File: src/rtl/dcache_miss_ctrl.sv
// dcache_miss_ctrl: single-outstanding miss handler for the 4-way, 128-set,
// 64-byte-line write-through data cache. Fetches a line as 16 beats, picks a
// victim (first invalid way, else per-set round-robin), writes the line into
// the arrays, then replays the original request.
//
// state  | meaning
// IDLE   | ready for a new miss
// REQ    | line read request presented to memory
// FILL   | collecting beats into the line buffer
// WRITE  | one-cycle fill strobe to the cache arrays
// REPLAY | re-issuing the captured request to the cache pipeline
module dcache_miss_ctrl #(
    parameter int WAYS  = 4,
    parameter int SETS  = 128,
    parameter int BEATS = 16
) (
    input  logic                  clk,
    input  logic                  rstn,
    input  logic                  miss_valid,
    output logic                  miss_ready,
    input  logic [31:0]           miss_addr,
    input  logic [31:0]           miss_pc,
    input  logic                  miss_is_store,
    input  logic                  miss_store_size,
    input  logic [3:0]            set_valid,
    input  logic                  flush,
    output logic                  mem_req_valid,
    input  logic                  mem_req_ready,
    output logic [31:0]           mem_req_addr,
    input  logic                  mem_rdata_valid,
    input  logic [31:0]           mem_rdata,
    output logic                  fill_valid,
    output logic [1:0]            fill_way,
    output logic [6:0]            fill_index,
    output logic [18:0]           fill_tag,
    output logic [BEATS*32-1:0]   fill_data,
    output logic                  replay_valid,
    input  logic                  replay_ready,
    output logic [31:0]           replay_pc,
    output logic [31:0]           replay_addr,
    output logic                  replay_is_store,
    output logic                  replay_store_size,
    output logic                  busy
);

    typedef enum logic [2:0] {IDLE, REQ, FILL, WRITE, REPLAY} state_t;

    state_t               state;
    logic [3:0]           beat;
    logic                 kill;
    logic [1:0]           rr [SETS];
    logic [BEATS*32-1:0]  line_buf;
    logic [31:0]          cap_addr;
    logic [31:0]          cap_pc;
    logic                 cap_is_store;
    logic                 cap_store_size;
    logic [1:0]           victim;
    logic [1:0]           victim_sel;

    // Victim choice: lowest invalid way wins, otherwise the set's round-robin pointer
    always_comb begin
        victim_sel = rr[miss_addr[12:6]];
        for (int w = WAYS - 1; w >= 0; w--) begin
            if (!set_valid[w]) victim_sel = w[1:0];
        end
    end

    // Main controller: state, beat counter, kill flag, line buffer and captured request
    always_ff @(posedge clk or negedge rstn) begin
        if (!rstn) begin
            state          <= IDLE;
            beat           <= 4'd0;
            kill           <= 1'b0;
            line_buf       <= '0;
            cap_addr       <= 32'd0;
            cap_pc         <= 32'd0;
            cap_is_store   <= 1'b0;
            cap_store_size <= 1'b0;
            victim         <= 2'd0;
            for (int s = 0; s < SETS; s++) rr[s] <= 2'd0;
        end else begin
            case (state)
                IDLE: begin
                    if (miss_valid) begin
                        cap_addr       <= miss_addr;
                        cap_pc         <= miss_pc;
                        cap_is_store   <= miss_is_store;
                        cap_store_size <= miss_store_size;
                        victim         <= victim_sel;
                        kill           <= 1'b0;
                        state          <= REQ;
                    end
                end
                REQ: begin
                    // A flush coinciding with the handshake lets the fetch proceed
                    // but the replay is no longer wanted.
                    if (mem_req_ready) begin
                        beat  <= 4'd0;
                        kill  <= flush;
                        state <= FILL;
                    end else if (flush) begin
                        state <= IDLE;
                    end
                end
                FILL: begin
                    if (flush) kill <= 1'b1;
                    if (mem_rdata_valid) begin
                        line_buf[beat*32 +: 32] <= mem_rdata;
                        beat <= beat + 4'd1;
                        if (beat == 4'(BEATS - 1)) state <= WRITE;
                    end
                end
                WRITE: begin
                    rr[cap_addr[12:6]] <= victim + 2'd1;
                    kill  <= 1'b0;
                    state <= (kill || flush) ? IDLE : REPLAY;
                end
                REPLAY: begin
                    if (flush || replay_ready) state <= IDLE;
                end
                default: state <= IDLE;
            endcase
        end
    end

    assign miss_ready        = (state == IDLE);
    assign busy              = (state != IDLE);
    assign mem_req_valid     = (state == REQ);
    assign fill_valid        = (state == WRITE);
    assign replay_valid      = (state == REPLAY);
    assign mem_req_addr      = {cap_addr[31:6], 6'b0};
    assign fill_way          = victim;
    assign fill_index        = cap_addr[12:6];
    assign fill_tag          = cap_addr[31:13];
    assign fill_data         = line_buf;
    assign replay_pc         = cap_pc;
    assign replay_addr       = cap_addr;
    assign replay_is_store   = cap_is_store;
    assign replay_store_size = cap_store_size;

endmodule

File: config.mk
export PLATFORM = sky130hd
export DESIGN_NAME = dcache_miss_ctrl
export DESIGN_NICKNAME = d
export VERILOG_FILES = /design/src/rtl/dcache_miss_ctrl.sv
export SDC_FILE = /design/constraint.sdc
export NUM_CORES = 1
export LEC_CHECK = 0
export ABC_CLOCK_PERIOD_IN_PS = 4600
export CAP_MARGIN = 0
export CORE_AREA = 2 2 290 292
export DETAILED_ROUTE_END_ITERATION = 10
export DIE_AREA = 0 0 292 294
export PLACE_DENSITY = 0.68
export SLEW_MARGIN = 10
export SYNTH_ARGS = -nofsm -noshare
export SYNTH_HDL_FRONTEND = slang
export SYNTH_SLANG_ARGS = --single-unit
File: constraint.sdc
create_clock -name clk -period 4.6 [get_ports clk]
set_clock_uncertainty 0.15 [all_clocks]
set_input_delay 0.69 -clock clk [delete_from_list [all_inputs] [get_ports clk]]
set_output_delay 0.69 -clock clk [all_outputs]
set_load 0.05 [all_outputs]
==> results of run 1 <==
==> power by group through the flow <==
stage	Combinational (W)	Clock [W]	Sequential, W
2_1_floorplan	0.00415	0	0.0112
3_3_place_gp	0.00894	0	0.00943
3_5_place_dp	0.00901	0	0.00946
4_1_cts	0.00903	0.00742	0.00935
5_1_grt	0.00951	0.00775	0.00950
6_report	0.00900	0.00728	0.00936
==> cell usage after synthesis, types with 6 or more instances <==
library cell	number	area share (%)
mux2i_1	16	0.46
buf_1	6	0.065
nand3_1	14	0.20
buf_4	65	1.4
nor2b_1	10	0.18
nand2_1	952	10
inv_1	12	0.13
buf_6	8	0.26
a22oi_1	6	0.13
o21ai_2	27	0.68
mux4_2	62	4.0
a21oi_1	34	0.49
dfrtp_1	844	61
o21ai_0	585	8.4
o21ai_1	131	1.9
o31ai_1	90	1.9
buf_2	50	0.72
mux2_2	71	2.3
nor2_1	86	0.93
clkbuf_1	155	1.7
nand2b_1	11	0.20
nor3_1	10	0.14
==> kinds of logic after synthesis <==
group | Yosys count
adder cells (fa/ha/maj) | 5
other | 1
XOR/XNOR | 3
multiplexers | 149
flip-flops | 844
buffers and inverters | 300
AO/OA/AOI/OAI | 911
AND/OR/NAND/NOR | 1131
==> sequential cells by signal (all words and copies together) (netlist names) <==
signal	flops
replay_is_store	1
replay_store_size	1
rr	256
state	3
fill_way	2
replay_addr	32
beat	4
fill_data	512
kill	1
replay_pc	32
==> routing by layer <==
layer  global-route usage [%]  vias up  wire [microns]
li1                         -    12660               -
met1                    35.44    13410           46860
met2                    45.02     1079           58060
met3                    8.784      222           11500
met4                    10.64       14            4742
met5                        0        -              89
==> area by class of cell <==
class / count / share of cell area, %
timing repair buffer: 808 / 17.56
clock buffer: 127 / 5.622
clock inverter: 44 / 0.9539
tap: 1080 / 2.952
multi-input combinational: 2205 / 26.64
antenna: 2 / 0.01093
sequential: 844 / 46.15
inverter: 14 / 0.1148
==> how the worst max path moves through the flow <==
| stage | cells past startpoint | to | from |
|---|---|---|---|
| 2_1_floorplan | 2 | replay_valid | state[1] |
| 3_3_place_gp | 7 | fill_way[1] | miss_addr[7] |
| 3_5_place_dp | 7 | fill_way[1] | miss_addr[7] |
| 4_1_cts | 3 | miss_ready | state[1] |
| 5_1_grt | 3 | miss_ready | state[1] |
| 6_report | 3 | miss_ready | state[1] |
==> timing repair <==
item	in CTS	in global routing
endpoints found under the hold margin	57	0
hold buffers	1	0
setup endpoints to repair	0	0
==> stage by stage <==
step                      instances  utilization (%)  total power, W
after detailed placement       4950            51.57         0.01848
after CTS                      5122            55.22         0.02580
after floorplan                3349                -         0.01531
final                          5124            55.22         0.02564
after global placement         4950            51.57         0.01836
after global routing           5124            55.22         0.02676
==> worst max-delay path: cells and delay by family (launching register included) <==
kind | cells | cell delay [ps]
buf+inv | 2 | 1050
flops | 1 | 590
simple gates | 1 | 510
==> metrics.txt, run 1 <==
status complete, no violations; largest family of logic cells by synthesized area compound AO/OA/AOI/OAI gates; post-route antenna net violation count 0; clock share of power between 20% and 30%; fraction of power consumed by sequential logic 36.5%; r2r setup slk 1240 ps; CP required 3760 ps; row cnt about 110; Fin. Hold Viols 0; routed wire length 121.3 mm; Top Ports approximately 750; Post-synth top flop dfrtp_1; mux cell area share after synthesis under 10%; Post-Synth Simple-Gate Area a little over an eighth; startpoint types flop; part of the cycle the worst path needs 79.03%; hold depth 2; routed length per instance ~24 microns; Port Buf Inserts between 700 and 800; Cell Area, Placed 42750 sq um; Hold Path End fill_data[32]; nets between 4000 and 5000; DR iter-0 viols 2219; Sink Count roughly 840; Synth cell types 66; max-cap violations 0; Max Slew Vio Count 0; P_int between 0.015 and 0.02 W; vias in the first global route 26420; syn_area_per_cell between 10 and 15 sq um; pwr dens between 500 and 600 nW/um^2; share of cells above drive strength 1 between 10% and 20%; commonest non-fill, non-tap cell in the layout nand2_1; Final Instance Area about 46000 sq um; largest net degree at the start of global routing 105; CP arrival between 2000 and 3000 ps; relative slew slack between 15 and 20%; NetSw between 0.01 and 0.015 W; Initial DRT Pass Iterations 5; Seq/Total Area, Yosys 60.83%; Area growth, synth to finish 31.85%; share of synthesized registers carrying an async set or reset 100.0%; first-pass GRT wire length between 150 and 200 mm; Vias/cell about 5.3; Max Fanout on Critical Path 12; Pleak 19.22 nW; Synth Area in Compound Gates roughly 15%; insertion delay to the later sink of the worst-skew pair around 650 ps; CTS Root Cell clkbuf_16; Crit path largest cell delay ~840 ps; Worst Hold Class flop to flop; fill cell count 7263; Tmin final approximately 3600 ps; Comb power frac 35.1%; Die Height slightly below 300 microns; postcts setup bufs 0; Critical R2R Capture fill_data[1]; RR Startpoint beat[0]; Crit. End Element output port; Final WS setup about 960 ps; initial core utilization a little over two fifths; fmax around 280 MHz; Multi-input gate area around 12000 sq um; Post-DP HPWL between 80 and 90 mm; Core ar. just over 80000 sq um; GPL Wtd Cong 0.8782; hold_ws approximately 320 ps; EDFF count, synth 0; HP Start fill_data[32]; via count of the routed design between 20000 and 30000; Setup TNS Final 0 ps; Post-Syn Area 34720 sq um; total gr overflow 0; Post-route DRC 0; die area ~86000 sq um; maximum buffer depth of the clock tree 3; Syn Inst Count approximately 3300; clock buffer count from CTS 92; unrepaired setup endpoints after global routing no; H-tree levels 3; Worst-Margin Slew 1235 ps; TritonCTS clock tree done; critical path, cell by cell or3_1 > inv_1 > clkdlybuf4s50_1; total track usage 27.99%; Die W between 200 and 300 microns; initial antenna violation count 9; Resized Gates After CTS 0; Storage cell area ~21000 sq um; Yosys reg bits ~840; FF-to-FF path depth 6; WS Path Type flop to output port; Setup-failing EPs final 0; crit path max-delay cell type clkdlybuf4s50_1; Max IR drop VDD approximately 1.1 mV; CTS clk-pin slew, worst paths 60 ps; switch share 40.70%; Post-Synth Adder-Cell Area 0.1802%; YS warnings 0; dpl ws around 1200 ps; XOR/XNOR Fraction of Synth Area less than 1%; most frequent cells in the layout 946 x nand2_1, 843 x dfrtp_1, 741 x clkdlybuf4s50_1
No activity file was read; power rests on OpenSTA's default activity.
==> run 2, diff against run 1 <==
Settings changed: ABC_CLOCK_PERIOD_IN_PS 4600 to 3360.
Clock period 4.6 ns to 3.36 ns, I/O delays scaled along.
==> run 2 against run 1 <==
Routed wire length decreased by 0.24%. Sequential share of layout area is 0.51 points lower. Combinational power up 39%. Non-clock buffer count grew 29. Register-to-register slack lost 890 ps. Flip-flop and latch count unchanged. Clock power rose by 44%. Die area stayed put.
==> metrics.txt, run 2 (synthesis results as in run 1) <==
unrepaired setup endpoints after global routing no; relative slew slack 40.55% (+23 points); part of the cycle the worst path needs between 90% and 100%; DR top layer met5; Core ar. 82890 sq um (unchanged); Sink Count 844 (unchanged); overall power 0.03574 W (+39%); CTS clk-pin slew, worst paths 60 ps (about the same); Critical Path Stages 3 (unchanged); first-pass GRT wire length 178.9 mm (-0.55%); Die Height 294 microns (unchanged); Worst Hold Class primary input to async pin; routed length on met2 56.75 mm (-2.3%); H-tree levels 3 (unchanged); FF-to-FF path depth 7 (+1); DR iter-0 viols 2095 (-5.6%); total gr overflow 0 (unchanged); insertion delay to the later sink of the worst-skew pair 660 ps (about the same); Worst-Margin Slew 891.8 ps (-343.4 ps); CTS Root Cell clkbuf_16; Die W 292 microns (unchanged); critical path, cell by cell or3_1 > inv_1 > clkdlybuf4s50_1; GPL Wtd Cong 0.8710 (-0.82%); hold_ws 282.4 ps (-41.48 ps); via count of the routed design 27520 (+0.52%); post-route antenna net violation count 0 (unchanged); Pleak 19.50 nW (+1.5%); startpoint types flop; share of cells above drive strength 1 10.81% (+0.66 points); Max Fanout on Critical Path 12 (unchanged); most frequent cells in the layout 948 x nand2_1, 843 x dfrtp_1, 738 x clkdlybuf4s50_1; Max IR drop VDD 1.991 mV (+84%); row cnt 106 (unchanged); WP buf/inv 2 (unchanged); CP arrival 2610 ps (-190 ps); postcts setup bufs 0 (unchanged); largest net degree at the start of global routing 129 (+23%); commonest non-fill, non-tap cell in the layout nand2_1; switch share 39.95% (-0.75 points); initial antenna violation count 9 (unchanged); maximum buffer depth of the clock tree 3 (unchanged); fmax 306.7 MHz; CP required 2710 ps (-1050 ps); TritonCTS clock tree done; crit path max-delay cell type clkdlybuf4s50_1; routed wire length 121.0 mm (-0.24%); pwr dens 772.0 nW/um^2 (+38%); vias in the first global route 26690 (+1.0%); Setup TNS Final 0 ps (unchanged); crit-path leading delay family buffers and inverters; Comb power frac 35.0% (about the same); Crit path largest cell delay 800 ps (-40 ps); Tmin final 3261 ps; WS Path Type flop to output port; Initial DRT Pass Iterations 7 (+2); Port Buf Inserts 745 (unchanged); P_int 0.02146 W (+41%); fraction of power consumed by sequential logic 35.6% (-0.9 points); DRT met1 WL 48.32 mm (+3.1%); Fin. Hold Viols 0 (unchanged); total track usage 27.82% (-0.16 points); die area 85850 sq um (unchanged); status complete, no violations; Post-route DRC 0 (unchanged); Top Ports 752 (unchanged); NetSw 0.01428 W (+37%); clock buffer count from CTS 92 (unchanged); Vias/cell 5.335 (-0.16%); Crit. End Element output port; Max Slew Vio Count 0 (unchanged); max FFs per register 512 (unchanged); clock share of power 29.4% (+1.0 points); nets 4108 (+0.71%); max-cap violations 0 (unchanged); Post-DP HPWL 85.98 mm (about the same); initial core utilization 41.88% (unchanged); met3 routed WL 10.35 mm (-10%); routed length per instance 23.45 microns (-0.91%); Area growth, synth to finish 33.33%; Setup-failing EPs final 0 (unchanged)
==> run 2: stage by stage <==
step           instance area [sq um]  std cells  utilization (%)  setup slack, ps
3_3_place_gp                   43070       4979            51.96            457.3
2_1_floorplan                  34740       3349                -            850.4
4_1_cts                        46270       5152            55.82            72.79
3_5_place_dp                   43070       4979            51.96            415.3
5_1_grt                        46290       5159            55.84            28.60
6_report                       46290       5159            55.84            99.11
==> run 2: worst reg2reg max path: cells and delay by family, from the launching register on <==
| kind | cells | cell delay [ps] |
|---|---|---|
| buffers and inverters | 1 | 210 |
| flip-flops | 1 | 460 |
| AND/OR/NAND/NOR | 4 | 1660 |
| adder cells (fa/ha/maj) | 1 | 230 |
| AO/OA/AOI/OAI | 1 | 100 |
==> run 2: power groups by stage <==
stage | registers [W] | clock network [W] | logic [W]
CTS | 0.0127 | 0.0107 | 0.0126
global placement | 0.0128 | 0 | 0.0124
detailed placement | 0.0128 | 0 | 0.0125
global route | 0.0129 | 0.0111 | 0.0132
floorplan | 0.0153 | 0 | 0.00568
finish | 0.0127 | 0.0105 | 0.0125
==> run 2: final cells by class <==
| class | instances | area [sq um] |
|---|---|---|
| Antenna cell | 7 | 17.52 |
| Clock buffer | 133 | 2678 |
| Clock inverter | 39 | 506.7 |
| Fill cell | 7108 | 36600 |
| Inverter | 14 | 52.55 |
| Multi-Input combinational cell | 2205 | 12190 |
| Sequential cell | 844 | 21120 |
| Tap cell | 1080 | 1351 |
| Timing Repair Buffer | 837 | 8371 |
==> run 2: repair_timing <==
item,4_1_cts,5_1_grt
hold endpoints to repair,51,0
hold buffers,1,0
resized for setup,0,2
setup endpoints to repair,0,2
==> run 2: final timing paths <==
kind                               start             end  slack [ps]
max                             state[1]      miss_ready         100
min                                 rstn         rr[103]         280
max reg2reg                      beat[0]    fill_data[3]         350
min reg2reg                fill_data[33]   fill_data[33]         320
max in group asynchronous           rstn  fill_data[176]        1740
min in group clk            miss_addr[2]  replay_addr[2]         320
==> run 2: layer usage <==
metal	GRT usage, %	vias up
li1	-	12720
met3	7.530	247
met4	13.18	4
met1	36.09	13430
met2	43.48	1118
met5	0	-
==> run 3, diff against run 2 <==
Settings changed: ABC_CLOCK_PERIOD_IN_PS 3360 to default, SLEW_MARGIN 10 to 20.
==> results of run 3 <==
The final DEF is identical to that of run 2; final timing and power are the same.
